===== src/rtl/rs485_link_ctrl.sv =====
`default_nettype none
// ============================================================================
// Module   : rs485_link_ctrl
// Purpose  : Half-duplex RS485 link controller. Arbitrates two single-byte
//            requesters onto one uart_send instance, waits for the bus to be
//            idle (carrier sense on rxd), and frames each byte with a driver
//            enable lead/tail window. A transmit that stalls is aborted with a
//            one-cycle tx_err pulse.
// Revision : 1.0 - initial release
// ----------------------------------------------------------------------------
// Ports
//   sys_clk      in   1  system clock, rising edge
//   sys_rst_n    in   1  asynchronous active-low reset
//   req_a/data_a in 1/8  requester A send pulse and byte
//   req_b/data_b in 1/8  requester B send pulse and byte
//   ack_a/ack_b  out  1  one-cycle pulse when that byte goes to uart_send
//   uart_en      out  1  one-cycle send strobe to uart_send
//   uart_din     out  8  byte for uart_send, held until back in IDLE
//   tx_busy      in   1  uart_send frame-in-progress flag
//   rxd          in   1  raw RS485 receive line (idle = 1)
//   rs485_tx_en  out  1  transceiver driver enable (registered)
//   tx_err       out  1  one-cycle pulse on transmit timeout
// ============================================================================
module rs485_link_ctrl #(
  parameter int CLK_FREQ  = 50000000,
  parameter int UART_BPS  = 115200,
  parameter int LEAD_BITS = 1,
  parameter int TAIL_BITS = 1,
  parameter int IDLE_BITS = 12
) (
  input  logic       sys_clk,
  input  logic       sys_rst_n,
  input  logic       req_a,
  input  logic [7:0] data_a,
  input  logic       req_b,
  input  logic [7:0] data_b,
  output logic       ack_a,
  output logic       ack_b,
  output logic       uart_en,
  output logic [7:0] uart_din,
  input  logic       tx_busy,
  input  logic       rxd,
  output logic       rs485_tx_en,
  output logic       tx_err
);

  localparam int BIT_CYC   = CLK_FREQ / UART_BPS;
  localparam int LEAD_CYC  = LEAD_BITS * BIT_CYC;
  localparam int TAIL_CYC  = TAIL_BITS * BIT_CYC;
  localparam int IDLE_CYC  = IDLE_BITS * BIT_CYC;
  localparam int BUSY_TMO  = 12 * BIT_CYC;
  localparam int START_TMO = 4;

  // Shared counter must cover the longest timed interval of any state.
  localparam int CNT_MAX = (BUSY_TMO > LEAD_CYC) ?
                           ((BUSY_TMO > TAIL_CYC) ? BUSY_TMO : TAIL_CYC) :
                           ((LEAD_CYC > TAIL_CYC) ? LEAD_CYC : TAIL_CYC);
  localparam int CNT_W   = $clog2(CNT_MAX + 1);
  localparam int IDLE_W  = $clog2(IDLE_CYC + 1);

  localparam logic [CNT_W-1:0]  LEAD_LAST  = CNT_W'(LEAD_CYC - 1);
  localparam logic [CNT_W-1:0]  TAIL_LAST  = CNT_W'(TAIL_CYC - 1);
  localparam logic [CNT_W-1:0]  BUSY_LAST  = CNT_W'(BUSY_TMO - 1);
  localparam logic [CNT_W-1:0]  START_LAST = CNT_W'(START_TMO);
  localparam logic [IDLE_W-1:0] IDLE_FULL  = IDLE_W'(IDLE_CYC);

  typedef enum logic [2:0] {
    ST_IDLE  = 3'd0,
    ST_LEAD  = 3'd1,
    ST_SEND  = 3'd2,
    ST_TAIL  = 3'd3,
    ST_GUARD = 3'd4
  } state_t;

  state_t              state_q,     state_d;
  logic [CNT_W-1:0]    cnt_q,       cnt_d;
  logic [IDLE_W-1:0]   idle_cnt_q,  idle_cnt_d;
  logic                rxd_meta_q,  rxd_sync_q;
  logic                pend_a_q,    pend_a_d;
  logic                pend_b_q,    pend_b_d;
  logic [7:0]          data_a_q,    data_a_d;
  logic [7:0]          data_b_q,    data_b_d;
  logic                last_b_q,    last_b_d;
  logic                busy_seen_q, busy_seen_d;
  logic                tx_en_q,     tx_en_d;
  logic                uart_en_q,   uart_en_d;
  logic [7:0]          uart_din_q,  uart_din_d;
  logic                ack_a_q,     ack_a_d;
  logic                ack_b_q,     ack_b_d;
  logic                tx_err_q,    tx_err_d;

  logic w_grant;
  logic w_gnt_b;

  // Round-robin: B wins only when A is not pending or A was served last.
  assign w_gnt_b = pend_b_q & (~pend_a_q | ~last_b_q);
  assign w_grant = (state_q == ST_IDLE) & (pend_a_q | pend_b_q) &
                   (idle_cnt_q == IDLE_FULL);

  // Pending registers: a new request takes priority over the grant-clear so
  // a request landing on the grant cycle becomes the next pending entry.
  always_comb begin
    pend_a_d = pend_a_q;
    pend_b_d = pend_b_q;
    data_a_d = data_a_q;
    data_b_d = data_b_q;
    if (w_grant && !w_gnt_b) pend_a_d = 1'b0;
    if (w_grant &&  w_gnt_b) pend_b_d = 1'b0;
    if (req_a) begin
      pend_a_d = 1'b1;
      data_a_d = data_a;
    end
    if (req_b) begin
      pend_b_d = 1'b1;
      data_b_d = data_b;
    end
  end

  // Carrier sense: consecutive idle cycles on the synchronised line. GUARD
  // restarts the count so every frame is followed by a full idle gap.
  always_comb begin
    idle_cnt_d = idle_cnt_q;
    if (state_q == ST_GUARD || !rxd_sync_q) begin
      idle_cnt_d = '0;
    end else if (idle_cnt_q != IDLE_FULL) begin
      idle_cnt_d = idle_cnt_q + IDLE_W'(1);
    end
  end

  always_comb begin
    state_d     = state_q;
    tx_en_d     = tx_en_q;
    uart_din_d  = uart_din_q;
    last_b_d    = last_b_q;
    uart_en_d   = 1'b0;
    ack_a_d     = 1'b0;
    ack_b_d     = 1'b0;
    tx_err_d    = 1'b0;
    busy_seen_d = 1'b0;

    case (state_q)
      ST_IDLE: begin
        if (w_grant) begin
          state_d    = ST_LEAD;
          tx_en_d    = 1'b1;
          uart_din_d = w_gnt_b ? data_b_q : data_a_q;
          last_b_d   = w_gnt_b;
        end
      end
      ST_LEAD: begin
        if (cnt_q == LEAD_LAST) begin
          state_d   = ST_SEND;
          uart_en_d = 1'b1;
          ack_a_d   = ~last_b_q;
          ack_b_d   = last_b_q;
        end
      end
      ST_SEND: begin
        // cnt_q counts cycles since the uart_en strobe (0 = strobe cycle).
        busy_seen_d = busy_seen_q | tx_busy;
        if (busy_seen_q && !tx_busy) begin
          state_d = ST_TAIL;
        end else if ((!busy_seen_q && !tx_busy && cnt_q == START_LAST) ||
                     (cnt_q == BUSY_LAST)) begin
          state_d  = ST_GUARD;
          tx_en_d  = 1'b0;
          tx_err_d = 1'b1;
        end
      end
      ST_TAIL: begin
        if (cnt_q == TAIL_LAST) begin
          state_d = ST_GUARD;
          tx_en_d = 1'b0;
        end
      end
      ST_GUARD: begin
        state_d = ST_IDLE;
        tx_en_d = 1'b0;
      end
      default: begin
        state_d = ST_IDLE;
        tx_en_d = 1'b0;
      end
    endcase

    if (state_d != state_q || state_q == ST_IDLE || state_q == ST_GUARD) begin
      cnt_d = '0;
    end else begin
      cnt_d = cnt_q + CNT_W'(1);
    end
  end

  always_ff @(posedge sys_clk or negedge sys_rst_n) begin
    if (!sys_rst_n) begin
      state_q     <= ST_IDLE;
      cnt_q       <= '0;
      idle_cnt_q  <= '0;
      rxd_meta_q  <= 1'b1;
      rxd_sync_q  <= 1'b1;
      pend_a_q    <= 1'b0;
      pend_b_q    <= 1'b0;
      data_a_q    <= 8'h00;
      data_b_q    <= 8'h00;
      last_b_q    <= 1'b1;
      busy_seen_q <= 1'b0;
      tx_en_q     <= 1'b0;
      uart_en_q   <= 1'b0;
      uart_din_q  <= 8'h00;
      ack_a_q     <= 1'b0;
      ack_b_q     <= 1'b0;
      tx_err_q    <= 1'b0;
    end else begin
      state_q     <= state_d;
      cnt_q       <= cnt_d;
      idle_cnt_q  <= idle_cnt_d;
      rxd_meta_q  <= rxd;
      rxd_sync_q  <= rxd_meta_q;
      pend_a_q    <= pend_a_d;
      pend_b_q    <= pend_b_d;
      data_a_q    <= data_a_d;
      data_b_q    <= data_b_d;
      last_b_q    <= last_b_d;
      busy_seen_q <= busy_seen_d;
      tx_en_q     <= tx_en_d;
      uart_en_q   <= uart_en_d;
      uart_din_q  <= uart_din_d;
      ack_a_q     <= ack_a_d;
      ack_b_q     <= ack_b_d;
      tx_err_q    <= tx_err_d;
    end
  end

  assign rs485_tx_en = tx_en_q;
  assign uart_en     = uart_en_q;
  assign uart_din    = uart_din_q;
  assign ack_a       = ack_a_q;
  assign ack_b       = ack_b_q;
  assign tx_err      = tx_err_q;

endmodule
`default_nettype wire


===== config.mk =====
export PLATFORM = sky130hd
export DESIGN_NAME = rs485_link_ctrl
export DESIGN_NICKNAME = d
export VERILOG_FILES = /design/src/rtl/rs485_link_ctrl.sv
export SDC_FILE = /design/constraint.sdc
export NUM_CORES = 1
export LEC_CHECK = 0
export ABC_AREA = 1
export BUFFER_PORTS_ARGS = -buffer_cell sky130_fd_sc_hd__clkbuf_2
export CAP_MARGIN = 20
export CORE_ASPECT_RATIO = 0.7
export CORE_MARGIN = 5
export CORE_UTILIZATION = 40
export CTS_CLUSTER_DIAMETER = 40
export CTS_CLUSTER_SIZE = 28
export DETAILED_ROUTE_END_ITERATION = 10
export GPL_TIMING_DRIVEN = 0
export PLACE_DENSITY_LB_ADDON = 0.3
export SYNTH_ARGS = -nofsm -noshare
export SYNTH_HDL_FRONTEND = slang
export SYNTH_SLANG_ARGS = --single-unit

===== constraint.sdc =====
create_clock -name sys_clk -period 1.5 [get_ports sys_clk]
set_input_delay 0 -clock sys_clk [delete_from_list [all_inputs] [get_ports sys_clk]]
set_output_delay 0 -clock sys_clk [all_outputs]
set_load 0.05 [all_outputs]

Word-level counts from Yosys, hierarchy flattened

Index checks and enable logic that the tools add are counted.

Multiplexer cells: 29
Equal/unequal tests: 14
Add/sub/neg operators: 2
Reduce and logical (&&, ||, !) cells: 19
Bitwise gates (word level): 9

Operators with widths:

| kind                                                              | count |
|---|---|
| 13-bit two-way mux                                                | 3 |
| 13-bit by 1-bit adder with 13-bit output (second input constant)  | 2 |
| 13-bit == test (second input constant)                            | 2 |
| 1-bit two-way mux                                                 | 18 |
| 3-bit two-way mux                                                 | 5 |
| 13-bit by 3-bit == test with 1-bit output (second input constant) | 1 |
| 13-bit by 9-bit == test with 1-bit output (second input constant) | 1 |
| 13-bit inequality test (second input constant)                    | 1 |
| 3-bit case mux with 4 select lines                                | 1 |
| 8-bit two-way mux                                                 | 1 |
| 2-bit inequality test (second input constant)                     | 4 |
| 3-bit by 2-bit == test with 1-bit output (second input constant)  | 2 |
| 2-bit nonzero test                                                | 3 |
| 1-bit logical AND                                                 | 5 |
| 5-bit AND reduction                                               | 1 |
| 1-bit logical NOT                                                 | 4 |
| 1-bit logical OR                                                  | 4 |
| 1-bit case mux with 4 select lines                                | 1 |
| 1-bit AND                                                         | 3 |
| 3-bit by 1-bit == test with 1-bit output (second input constant)  | 1 |
| 3-bit == test (second input constant)                             | 1 |
| 3-bit logical NOT                                                 | 1 |
| 3-bit inequality test                                             | 1 |
| 1-bit NOT                                                         | 3 |
| 2 further kinds                                                   | 4 |

Bits of input ports: 22
Bits in registers: 64
Logic and storage cells: 90
Output and inout bits: 13

Longest topological paths before layout

Word-level depth: 11
Depth in mapped cells: 13
Gate-level depth less buffers: 12

Worst setup path after synthesis

Ideal clock, no wire load.

Path kind: register to register
Start point: register idle_cnt_q[0]
End point: register cnt_q[5]
Path slack: -107 ps
Setup time: 69 ps
Buffers on the path: 1
Required time: 1,431 ps
Period minus slack after synthesis: 1,607 ps
Data arrival time: 1,538 ps
Stages on the path, launching flop included: 14
Path through: dfrtp_1 -> inv_1 -> ha_1 -> inv_1 -> nor2_1 -> nand2_1 -> nor2_1 -> nand3_2 -> nand2_2 -> inv_1 -> nand3_1 -> nand3_2 -> buf_6 -> nor2_2

Word-level cells in the longest chain between the ends: 8

RTL lines:

| item                               | RTL line | RTL |
|---|---|---|
| start, declared                    | 77       | `logic [IDLE_W-1:0] idle_cnt_q, idle_cnt_d;` |
| start signal, assigned             | 215      | `idle_cnt_q <= idle_cnt_d;` |
| 13-bit == test                     | 98       | `(idle_cnt_q == IDLE_FULL);` |
| 1-bit AND                          | 97       | `assign w_grant = (state_q == ST_IDLE) & (pend_a_q \| pend_b_q) &` |
| 3-bit two-way mux                  | 143      | `if (w_grant) begin` |
| 3-bit case mux with 4 select lines | 141      | `case (state_q)` |
| 3-bit inequality test              | 186      | `if (state_d != state_q \|\| state_q == ST_IDLE \|\| state_q == ST_GUARD) begin` |
| 1-bit logical OR (2 in series)     | 186      |  |
| 13-bit two-way mux                 | 186      |  |
| net cnt_d[5]                       | 76       | `logic [CNT_W-1:0] cnt_q, cnt_d;` |
| end signal, assigned               | 214      | `cnt_q <= cnt_d;` |
| end, declared                      | 76       |  |

The timed path passes the listed nets, and every way through them passes these cells.
A chain may end at the register's enable or synchronous reset.

Worst setup path after layout

Start point: register idle_cnt_q[0]
End point: register cnt_q[9]

Same word-level chain as after synthesis.

==> impl_metrics.ini <==
[sta]
tns_ns = -3.973
clock.fmax_mhz = 586.3
slew_headroom = 0.4163
drv_slew = 0
rsz0062_at_grt = true
fin_crit_sh = 1.137
finalHoldViolCount = 0
fin_skew_ns = 0.01177
period_minus_slack_ns = 1.706
hold_ws_ns = 0.1636
finalSetupViolations = 26
worst_slack_ns = -0.2057
tightestPinTransition_ns = 0.8756

[logic_synthesis]
yosysWarnings = 0
synth-main-ff-cell = dfrtp_1
synth.most_common_cell = nand2_1
synth_edf_count = 0
synthTopCellsByArea = dfrtp_1, nand2_1, mux2_2
yosysTopAreaCell = dfrtp_1
async_flop_share = 1.000
synth-seq-cells = 64
synth_top_area_frac = 0.4902
synth_cells = 346
synth-seq-area-share = 0.5155
ys_top_cells_by_count = nand2_1, dfrtp_1, inv_1, nor2_1, nand3_1
synth_fp_nets = 373
ys_types = 30
syn_area_um2 = 3114
syn_avg_cell_area_um2 = 9.001

[floorplanning]
start_util = 0.4180
die_h_um = 83.83
pin_count = 35
fp.dieArea_um2 = 9678
die_w_um = 115.5
coreArea_um2 = 7450
rows = 26

[placement]
place.gp.congestion = 0.8636
buffer_ports.inserted = 32
hpwl_um = 4530
dp.cells = 476
dpl_worst_slack_ns = -0.2828

[global_route]
grt_usage = 0.1622
grt_pass1_wl_um = 12230
grt_pass1_vias = 2520
grt.overflow.total = 0
antenna_found_initial = 0
grt_max_degree = 65

[setup_path]
worst-path-buf-inv = 4
critical_path_arrival_ns = 1.99
cp_slowest_cell = dfrtp_1
crit_family = simple AND/OR/NAND/NOR gates
start_kind = register
worstPathCellList = inv_2, ha_4, inv_2, nor2_2, nand2_2, nor2_4, nand3_4, nand2_2, inv_2, nand3_2, nand3_4, buf_12, nor2_2
critPathMaxStageDelay_ns = 0.40
cp_max_fo = 10
crit_type = register to register
crit_top_cell = inv_2
worstPathRequired_ns = 1.79
end_kind = register

[outcome]
outcome = finished, violations left
violations = negative setup slack

[layout]
drive_gt1_frac = 0.4406
multi_input_area_um2 = 1582
instances_no_fill = 536
areaGrowthSynthToFinish_pct = 38.73
final-seq-area_um2 = 1607
finalNetCount = 462
antennaDiodeCount = 0
fillers = 652
final_util = 0.5799

[routing]
wl_per_cell_um = 13.57
routed_wl_um = 7272
drt_iter0_drc = 135
dr.pass1.iters = 4
met1_length_um = 3490
vias = 2594
top_layer = met4
ant_nets = 0
drc_errors = 0
wl_met2_um = 3417
wl_met3_um = 248
viasPerCell = 4.840

[min_path]
hp-class = input pin to register

[power_and_ir_drop]
peakVddDrop_v = 0.0005142
cellLeakagePower_nw = 1.996
powerDensity_nw_per_um2 = 814.7

[clock_tree]
cts_buffers = 9
cts_tree = done
clk_latency_ns = 0.35
cts.sinks = 64
h-tree-depth = 3
clk_pin_slew_worst_paths_ns = 0.07
clockBufferDepth = 2
root_buffer = clkbuf_8

[run]
max_cap_viol_count = 0
==> path summary, 6_finish.rpt <==
check | startpoint | end | slack (ns) | depth (start not counted)
min in group asynchronous | sys_rst_n | state_q[1] | 0.33 | 2
min | req_b | pend_b_q | 0.16 | 2
max reg2reg | idle_cnt_q[0] | cnt_q[9] | -0.21 | 13
min reg2reg | rxd_meta_q | rxd_sync_q | 0.36 | 0
max | idle_cnt_q[0] | cnt_q[9] | -0.21 | 13
max in group asynchronous | sys_rst_n | cnt_q[0] | 0.55 | 2
==> where the power goes <==
part           switching (W)  internal [W]
clock network       0.000651      0.000836
registers          0.0000315       0.00178
logic               0.000101      0.000121
total               0.000783       0.00274
==> flip-flops by register name, indices dropped and copies added, names as in the netlist, 3 cells and up <==
register and flops:
idle_cnt_q 13, uart_din 8, cnt_q 13, state_q 3, data_b_q 8, data_a_q 8
==> logic make-up after synthesis <==
kind of cell / Yosys count / synth area share
compound gates: 21 / 0.04098
xor+xnor: 12 / 0.03375
fa+ha+maj: 5 / 0.02009
buf+inv: 54 / 0.06790
flops: 64 / 0.5155
mux: 16 / 0.05785
simple gates: 174 / 0.2640
==> metal layers <==
layer  vias to the layer above  track usage
li1                       1276            -
met1                      1264       0.2191
met2                        43       0.2426
met3                        11      0.05072
met4                         0      0.06077
met5                         -            0
==> what timing repair did <==
action	in CTS	in global routing
cloned	1	0
buffers inserted	19	7
resized for setup	43	46
hold buffers	19	0
pin swaps	15	19
endpoints found under the setup margin	29	39
hold endpoints to repair	79	0
==> layout by cell type (no fill, tap or decap), drive strengths merged, types with 5 or more instances in the layout <==
cell / count
nand2: 72
dfrtp: 61
nor2: 54
inv: 49
clkbuf: 45
buf: 28
nand3: 27
dlygate4sd3: 19
mux2: 16
nor3: 14
xor2: 10
a21oi: 10
o21ai: 7
nand4: 5
ha: 5
==> stage by stage <==
step	area, µm²	power [W]
after floorplan	3136	0.001913
after detailed placement	3421	0.001994
after global routing	4320	0.003692
final	4320	0.003520
after CTS	4103	0.003569
after global placement	3418	0.001988
==> final cells by class <==
cell class,instances,area share
Timing Repair Buffer,77,0.1350
Tap cell,98,0.02838
Buffer,4,0.009847
Clock buffer,11,0.03504
Clock inverter,3,0.009847
Sequential cell,64,0.3719
Multi-Input combinational cell,229,0.3661
Inverter,50,0.04402
(Power assumes the default switching activity.)
